===== src/rtl/simon_ctrl_pkg.sv =====
// Shared types and sizing for the SIMON 32/64 decrypt sequencer.
package simon_ctrl_pkg;

    localparam int NIBBLE_W    = 4;
    localparam int KEY_NIBBLES = 16;
    localparam int BLK_NIBBLES = 8;
    localparam int ROUNDS      = 32;

    localparam int NIB_CNT_W = $clog2(KEY_NIBBLES);
    localparam int RND_CNT_W = $clog2(ROUNDS);

    typedef enum logic [2:0] {
        IDLE     = 3'd0,
        LOAD_KEY = 3'd1,
        LOAD_CT  = 3'd2,
        RUN      = 3'd3,
        UNLOAD   = 3'd4
    } state_t;

endpackage


===== src/rtl/simon_ctrl_cnt.sv =====
// Loadable up/down counter with a terminal-count compare flag.
// srst clears the count synchronously; load has priority over counting.
module simon_ctrl_cnt #(
    parameter int W = 4
) (
    input  logic         clk,
    input  logic         rst_n,
    input  logic         srst,
    input  logic         load,
    input  logic [W-1:0] load_val,
    input  logic         en,
    input  logic         up,
    input  logic [W-1:0] term,
    output logic [W-1:0] count,
    output logic         tc
);

    logic [W-1:0] count_r;

    // Count register: clear, load, step up/down, or hold.
    always_ff @(posedge clk or negedge rst_n) begin
        if (!rst_n) begin
            count_r <= {W{1'b0}};
        end else if (srst) begin
            count_r <= {W{1'b0}};
        end else if (load) begin
            count_r <= load_val;
        end else if (en) begin
            count_r <= up ? (count_r + W'(1)) : (count_r - W'(1));
        end else begin
            count_r <= count_r;
        end
    end

    assign count = count_r;
    assign tc    = (count_r == term);

endmodule


===== src/rtl/simon_decrypt_ctrl.sv =====
// Sequencer for the nibble-serial SIMON 32/64 decrypt core: loads key and
// ciphertext over a valid/ready stream, runs the rounds, streams plaintext out.
// Optional feature macro: SIMON_CTRL_KEY_RETAIN_EN (skip key load on reuse_key
// when a complete key is already held in the core).
module simon_decrypt_ctrl
    import simon_ctrl_pkg::*;
(
    input  logic                 clk,
    input  logic                 rst_n,
    input  logic                 start,
    input  logic                 abort,
    input  logic                 reuse_key,
    input  logic                 in_valid,
    output logic                 in_ready,
    input  logic [NIBBLE_W-1:0]  in_data,
    output logic                 out_valid,
    input  logic                 out_ready,
    output logic [NIBBLE_W-1:0]  out_data,
    output logic [NIBBLE_W-1:0]  core_din,
    output logic                 core_key_shift,
    output logic                 core_blk_shift,
    output logic                 core_round_en,
    output logic [RND_CNT_W-1:0] core_round_idx,
    output logic                 core_out_shift,
    input  logic [NIBBLE_W-1:0]  core_dout,
    output logic                 busy,
    output logic                 done
);

    state_t                 state_r, state_s;
    logic                   done_r, done_set_s;
    logic                   retain_s;
    logic                   nib_load_s, nib_en_s, nib_tc_s;
    logic [NIB_CNT_W-1:0]   nib_term_s, nib_cnt_unused_s;
    logic                   rnd_load_s, rnd_en_s, rnd_tc_s;
    logic [RND_CNT_W-1:0]   rnd_cnt_s;

    assign nib_term_s = (state_r == LOAD_KEY) ? NIB_CNT_W'(KEY_NIBBLES - 1)
                                              : NIB_CNT_W'(BLK_NIBBLES - 1);

    simon_ctrl_cnt #(.W(NIB_CNT_W)) u_nib_cnt (
        .clk      (clk),
        .rst_n    (rst_n),
        .srst     (abort),
        .load     (nib_load_s),
        .load_val ({NIB_CNT_W{1'b0}}),
        .en       (nib_en_s),
        .up       (1'b1),
        .term     (nib_term_s),
        .count    (nib_cnt_unused_s),
        .tc       (nib_tc_s)
    );

    simon_ctrl_cnt #(.W(RND_CNT_W)) u_rnd_cnt (
        .clk      (clk),
        .rst_n    (rst_n),
        .srst     (abort),
        .load     (rnd_load_s),
        .load_val (RND_CNT_W'(ROUNDS - 1)),
        .en       (rnd_en_s),
        .up       (1'b0),
        .term     ({RND_CNT_W{1'b0}}),
        .count    (rnd_cnt_s),
        .tc       (rnd_tc_s)
    );

`ifdef SIMON_CTRL_KEY_RETAIN_EN
    logic key_valid_r;

    // Key validity: set once the last key nibble lands; an abort before the
    // ciphertext phase means the core key may be partial, so drop it.
    always_ff @(posedge clk or negedge rst_n) begin
        if (!rst_n) begin
            key_valid_r <= 1'b0;
        end else if (abort && ((state_r == IDLE) || (state_r == LOAD_KEY))) begin
            key_valid_r <= 1'b0;
        end else if (!abort && (state_r == LOAD_KEY) && in_valid && nib_tc_s) begin
            key_valid_r <= 1'b1;
        end else begin
            key_valid_r <= key_valid_r;
        end
    end

    assign retain_s = reuse_key & key_valid_r;
`else
    logic unused_reuse_key_s;
    assign unused_reuse_key_s = reuse_key;
    assign retain_s           = 1'b0;
`endif

    // State register.
    always_ff @(posedge clk or negedge rst_n) begin
        if (!rst_n) begin
            state_r <= IDLE;
        end else begin
            state_r <= state_s;
        end
    end

    // Done pulse lands in the first IDLE cycle after the final output nibble.
    always_ff @(posedge clk or negedge rst_n) begin
        if (!rst_n) begin
            done_r <= 1'b0;
        end else begin
            done_r <= done_set_s;
        end
    end

    // Next-state, core strobes and stream handshakes; abort overrides all.
    always_comb begin
        state_s        = state_r;
        in_ready       = 1'b0;
        out_valid      = 1'b0;
        out_data       = {NIBBLE_W{1'b0}};
        core_din       = {NIBBLE_W{1'b0}};
        core_key_shift = 1'b0;
        core_blk_shift = 1'b0;
        core_round_en  = 1'b0;
        core_round_idx = {RND_CNT_W{1'b0}};
        core_out_shift = 1'b0;
        nib_load_s     = 1'b0;
        nib_en_s       = 1'b0;
        rnd_load_s     = 1'b0;
        rnd_en_s       = 1'b0;
        done_set_s     = 1'b0;
        if (abort) begin
            state_s = IDLE;
        end else begin
            case (state_r)
                IDLE: begin
                    if (start) begin
                        state_s = retain_s ? LOAD_CT : LOAD_KEY;
                    end else begin
                        state_s = IDLE;
                    end
                end
                LOAD_KEY: begin
                    in_ready       = 1'b1;
                    core_din       = in_data;
                    core_key_shift = in_valid;
                    if (in_valid && nib_tc_s) begin
                        nib_load_s = 1'b1;
                        state_s    = LOAD_CT;
                    end else begin
                        nib_en_s = in_valid;
                    end
                end
                LOAD_CT: begin
                    in_ready       = 1'b1;
                    core_din       = in_data;
                    core_blk_shift = in_valid;
                    if (in_valid && nib_tc_s) begin
                        nib_load_s = 1'b1;
                        rnd_load_s = 1'b1;
                        state_s    = RUN;
                    end else begin
                        nib_en_s = in_valid;
                    end
                end
                RUN: begin
                    core_round_en  = 1'b1;
                    core_round_idx = rnd_cnt_s;
                    if (rnd_tc_s) begin
                        state_s = UNLOAD;
                    end else begin
                        rnd_en_s = 1'b1;
                    end
                end
                UNLOAD: begin
                    out_valid      = 1'b1;
                    out_data       = core_dout;
                    core_out_shift = out_ready;
                    if (out_ready && nib_tc_s) begin
                        nib_load_s = 1'b1;
                        done_set_s = 1'b1;
                        state_s    = IDLE;
                    end else begin
                        nib_en_s = out_ready;
                    end
                end
                default: begin
                    state_s = IDLE;
                end
            endcase
        end
    end

    assign busy = (state_r != IDLE);
    assign done = done_r;

endmodule


===== config.mk =====
export PLATFORM = sky130hd
export DESIGN_NAME = simon_decrypt_ctrl
export DESIGN_NICKNAME = d
export VERILOG_FILES = /design/src/rtl/simon_ctrl_pkg.sv /design/src/rtl/simon_ctrl_cnt.sv /design/src/rtl/simon_decrypt_ctrl.sv
export SDC_FILE = /design/constraint.sdc
export NUM_CORES = 1
export LEC_CHECK = 0
export CAP_MARGIN = 20
export CORE_MARGIN = 2
export CORE_UTILIZATION = 40
export CTS_CLUSTER_SIZE = 30
export DETAILED_ROUTE_END_ITERATION = 6
export GPL_TIMING_DRIVEN = 0
export HOLD_SLACK_MARGIN = 0.03
export PLACE_DENSITY = 0.71
export SYNTH_ARGS = -nofsm -noshare
export SYNTH_HDL_FRONTEND = slang
export SYNTH_SLANG_ARGS = --single-unit

===== constraint.sdc =====
create_clock -name clk -period 3.55 [get_ports clk]
set_clock_uncertainty 0.2 [all_clocks]
set_input_delay 0.71 -clock clk [delete_from_list [all_inputs] [get_ports clk]]
set_output_delay 0.71 -clock clk [all_outputs]
set_load 0.01 [all_outputs]

Word-level counts from Yosys, hierarchy flattened. Index checks and enable logic that the tools add are counted.

$add $sub $neg: 2. Multipliers: 0. Div/mod/pow operators: 0. Magnitude comparators: 0. Equal/unequal tests: 9. Shifts and indexed selects: 0. Muxes and demuxes: 47. Bitwise gates (word level): 0. Reductions and logical operators: 9.

Operators by type and width (count): $mux 4 (8); $mux 1 (26); $mux 5 (5); $mux 3 (5); $pmux 3 s5 (1); $ne 3x3->1 const B (3); $reduce_bool 3->1 (3); $eq 3x2->1 const B (2); $logic_not 5->1 (1); $sub 5x1->5 const B (1); $add 4x1->4 const B (1); $eq 4x4->1 (1); $pmux 1 s2 (2); $reduce_and 4->1 (1); $eq 3x1->1 const B (1); $eq 3x3->1 const B (1); $logic_not 3->1 (1); $ne 3x2->1 const B (1); $logic_and 1x1->1 (2); $reduce_or 2->1 (1).

Register bits: 13. Bits in latches: 0. Bits in writable memories: 0. Bits in read-only memories: 0. Input port bits: 15. Output and inout port bits: 21. Memories kept: 0.

Logic depth before layout (Yosys ltp).
Word-level depth: 10. Depth in mapped cells: 6. Gate-level depth less buffers: 6.

Hierarchy. Synthesis repeated with hierarchy kept, for this count alone.

Cell total of the unflattened synthesis: 142. Area total of the unflattened synthesis: 1227.4 um^2.

By module, submodules not included: simon_ctrl_cnt (u_rnd_cnt) (instances 1, cells each 50, area an instance 447.9 um^2); simon_decrypt_ctrl (instances 1, cells each 53, area an instance 441.7 um^2); simon_ctrl_cnt (u_nib_cnt) (instances 1, cells each 39, area an instance 337.8 um^2).

Least setup slack after synthesis. OpenSTA, ideal clock, no wires.

Path type: input-to-output. Start point: input port abort. End point: output port core_din[0]. Data arrival time: 1.619 ns. Path slack: 1.021 ns. Cell stages on the path: 3. Cell sequence: buf_2 > nor3_1 > and2_1.

Longest elaborated chain between the ends: 1.

RTL lines: from (decl) (line simon_decrypt_ctrl.sv:11) `input logic abort,`; $mux 4 (line simon_decrypt_ctrl.sv:126) `if (abort) begin`; to (decl) (line simon_decrypt_ctrl.sv:19) `output logic [NIBBLE_W-1:0] core_din,`.

No other way between the ends.

Worst setup path in the final report.
Start point: input port in_valid. End point: output port core_blk_shift.

Longest elaborated chain between the ends: 2.

RTL lines: from (decl) (line simon_decrypt_ctrl.sv:13) `input logic in_valid,`; $mux 1 (line simon_decrypt_ctrl.sv:129) `case (state_r)`; $mux 1 (line simon_decrypt_ctrl.sv:126); to (decl) (line simon_decrypt_ctrl.sv:21) `output logic core_blk_shift,`.

No other way between the ends.

==> results.json <==
{
  "synthDistinctLibCells": 40,
  "status": "finished clean",
  "synth_top_family_by_area": "simple AND/OR/NAND/NOR gates",
  "grt_usage": 0.201,
  "setup_viol": 0,
  "portBuffers": 33,
  "cp_max_fo": 4,
  "numCtsBuffers": 3,
  "multi_input_area_um2": 552,
  "period_share": 0.957,
  "wirelength_mm": 2.38,
  "clock-sinks": 13,
  "cts_tree": "yes",
  "pwr-share-seq": 0.499,
  "placed_cells": 165,
  "grt_pass1_vias": 851,
  "report.final.slew_viol_count": 0,
  "cts_setup_buffers": 0,
  "layout-drive-gt1-share": 0.0922,
  "syn_avg_cell_area_um2": 8.88,
  "combPwrFrac": 0.188,
  "gp_congestion": 0.802,
  "clock_power_share": 0.313,
  "syn_to_final_growth_pct": 42.4,
  "netSwitchingPower_uw": 78.8,
  "ys_warn_count": 0,
  "synth-xor-area-share": 0.0285,
  "layout.nets": 159,
  "num_vias": 926,
  "worstPathRequired_ps": 2640,
  "htreeDepth": 1,
  "cap_viol_max_count": 0,
  "p_sw_frac": 0.258,
  "slew_headroom": 0.441,
  "critPathKind": "in -> out",
  "rsz0062_at_grt": "no",
  "synth_compound_area_frac": 0.183,
  "seq_area_um2": 325,
  "finalNonFillerCells": 169,
  "io_pins": 36,
  "synth.net_count": 121,
  "start_kind": "primary input",
  "start_util": 0.421,
  "ant_nets": 0,
  "worstSetupEndpointType": "output pin",
  "clk_latency_ps": 290,
  "finalHoldViolCount": 0,
  "cts.reportedPaths.clkPinSlew_ps": 90,
  "synth_cells": 104,
  "antenna_found_initial": 0,
  "critPathArrivalTime_ps": 2490,
  "period_needed_ps": 3400,
  "antenna_cells": 0,
  "fmax_ghz": 0.294,
  "ir_drop_v": 0.000194,
  "muxShareOfSynthArea": 0,
  "syn_area_um2": 923,
  "hp-class": "reg -> reg",
  "rows": 17,
  "place_hpwl_mm": 1.80,
  "post_cts_resized": 0,
  "clock-root-buffer": "clkbuf_4",
  "die_h_um": 52.0,
  "drt_iter0_drc": 20,
  "p_leak_uw": 0.000511,
  "tightest_slew_ps": 833,
  "regToRegSetupSlack_ps": 1410,
  "synth_adder_area_share": 0.0271,
  "core_um2": 2190,
  "grt_pass1_wl_mm": 4.00,
  "p_int_uw": 227,
  "p_per_area_nw_per_um2": 232,
  "die_area_um2": 2710,
  "detail_route.first_pass.iterations": 4,
  "timing.setup.tns_ps": 0,
  "cts_buffer_depth": 2,
  "yosysSeqAreaShare": 0.352,
  "yosys_register_bits": 13,
  "drc": 0,
  "synth_simple_gate_area_frac": 0.359,
  "grt_max_degree": 14,
  "viasPerCell": 5.48,
  "grt-ovfl-total": 0,
  "cts_hold_buf": 0,
  "fillers": 209,
  "wl_per_cell_um": 14.1,
  "fp.dieW_um": 52.0
}
==> cell usage after synthesis <==
cell type	n	area, um2
dfrtp_1	13	325
buf_2	4	20.0
a21boi_0	1	7.51
clkbuf_1	2	7.51
nor4bb_1	3	30.0
a311oi_1	1	8.76
and4_1	1	8.76
nand2b_1	3	18.8
xnor2_1	2	17.5
xor2_1	1	8.76
nand4_1	1	6.26
a211oi_1	1	7.51
or2_2	1	6.26
o311a_1	1	10.0
nand3b_1	2	15.0
o21bai_1	1	7.51
o21a_1	1	7.51
o211a_1	1	10.0
nand4b_1	1	8.76
a21o_1	2	15.0
nor4b_1	1	8.76
nand2_1	6	22.5
nor2b_1	1	6.26
and3_1	1	6.26
nand3_1	3	15.0
nor2b_4	1	13.8
or3_1	2	12.5
or4_1	1	7.51
and2_1	12	75.1
or4b_2	2	20.0
inv_1	5	18.8
or4b_4	1	13.8
a31oi_1	4	25.0
nor3_1	2	10.0
o21ai_0	5	25.0
nor4b_2	1	15.0
a21oi_1	6	30.0
o31ai_1	2	15.0
ha_1	2	25.0
nor2_1	3	11.3
==> cells in the final DEF (no fill, tap or decap), types with 2 or more instances in the layout <==
master,instances
clkdlybuf4s50_1,33
dfrtp_1,13
nand3b_1,2
nor3_1,2
a31oi_1,4
a21o_1,2
a21oi_1,6
o31ai_1,2
or3_1,2
or4b_2,2
inv_1,5
nand3_1,3
clkbuf_1,3
xnor2_1,2
ha_1,2
buf_2,4
nor2_1,3
nand2_1,6
nand2b_1,3
clkbuf_4,3
o21ai_0,5
nor4bb_1,3
and2_1,12
==> stage by stage <==
step / cell area [um2] / hold WS, ps / power [uW] / setup WS [ps] / util
3_5_place_dp: 1290 / 319 / 213 / 181 / 0.588
4_1_cts: 1320 / 332 / 309 / 183 / 0.600
6_report: 1320 / 336 / 306 / 153 / 0.600
3_3_place_gp: 1290 / 298 / 212 / 257 / 0.588
5_1_grt: 1320 / 369 / 320 / 63.3 / 0.600
2_1_floorplan: 923 / 214 / 182 / 1020 / -
==> sequential cells by signal (all words and copies together), names as in the netlist <==
name	flops
done	1
u_nib_cnt.count	4
state_r	3
u_rnd_cnt.count	5
==> power by group through the flow <==
stage | Clock [uW] | Combinational [uW] | Sequential, uW
final | 95.7 | 57.5 | 152
after global routing | 104 | 63.0 | 153
after CTS | 98.7 | 57.8 | 152
after detailed placement | 0 | 57.7 | 155
after global placement | 0 | 56.9 | 155
after floorplan | 0 | 27.6 | 155
==> routing by layer <==
metal  global-route usage  share of wire  vias up
met5                    0              0        -
met1                0.260           0.43      441
met2                0.306           0.47       29
li1                     -              -      452
met3               0.0776          0.081        4
met4               0.0658          0.012        0
==> cell families (layout without fill, tap and decap cells) <==
logic type,after synthesis,in the layout
and+or+nand+nor,49,49
AOI/OAI and AO/OA,26,26
DFF,13,13
buffers and inverters,11,48
xor gates and xnor gates,3,3
adders and majority gates,2,2
==> path summary, 6_finish.rpt <==
kind | to | depth (start not counted) | startpoint
worst min-delay path | u_nib_cnt.count[0]$_DFFE_PN0P_ | 1 | u_nib_cnt.count[0]$_DFFE_PN0P_
min in group asynchronous | done$_DFF_PN0_ | 1 | rst_n
max in group asynchronous | u_rnd_cnt.count[1]$_DFFE_PN0P_ | 1 | rst_n
worst max-delay path | core_blk_shift | 4 | in_valid
worst min register to register | u_nib_cnt.count[0]$_DFFE_PN0P_ | 1 | u_nib_cnt.count[0]$_DFFE_PN0P_
worst max register to register | u_nib_cnt.count[3]$_DFFE_PN0P_ | 5 | state_r[0]$_DFFE_PN0P_
==> critical path, cell delays in order <==
cell             delay, ps
clkdlybuf4s50_1        520
nor4bb_1               470
nor2b_1                230
clkdlybuf4s50_1        550
==> cell type report <==
| cell class | count | share of cell area |
|---|---|---|
| multi-input combinational | 80 | 0.420 |
| timing repair buffer | 33 | 0.251 |
| sequential | 13 | 0.247 |
| tap | 28 | 0.0266 |
| buffer | 6 | 0.0209 |
| clock buffer | 4 | 0.0200 |
| inverter | 5 | 0.0143 |
Power figures use the tool's default switching activity.
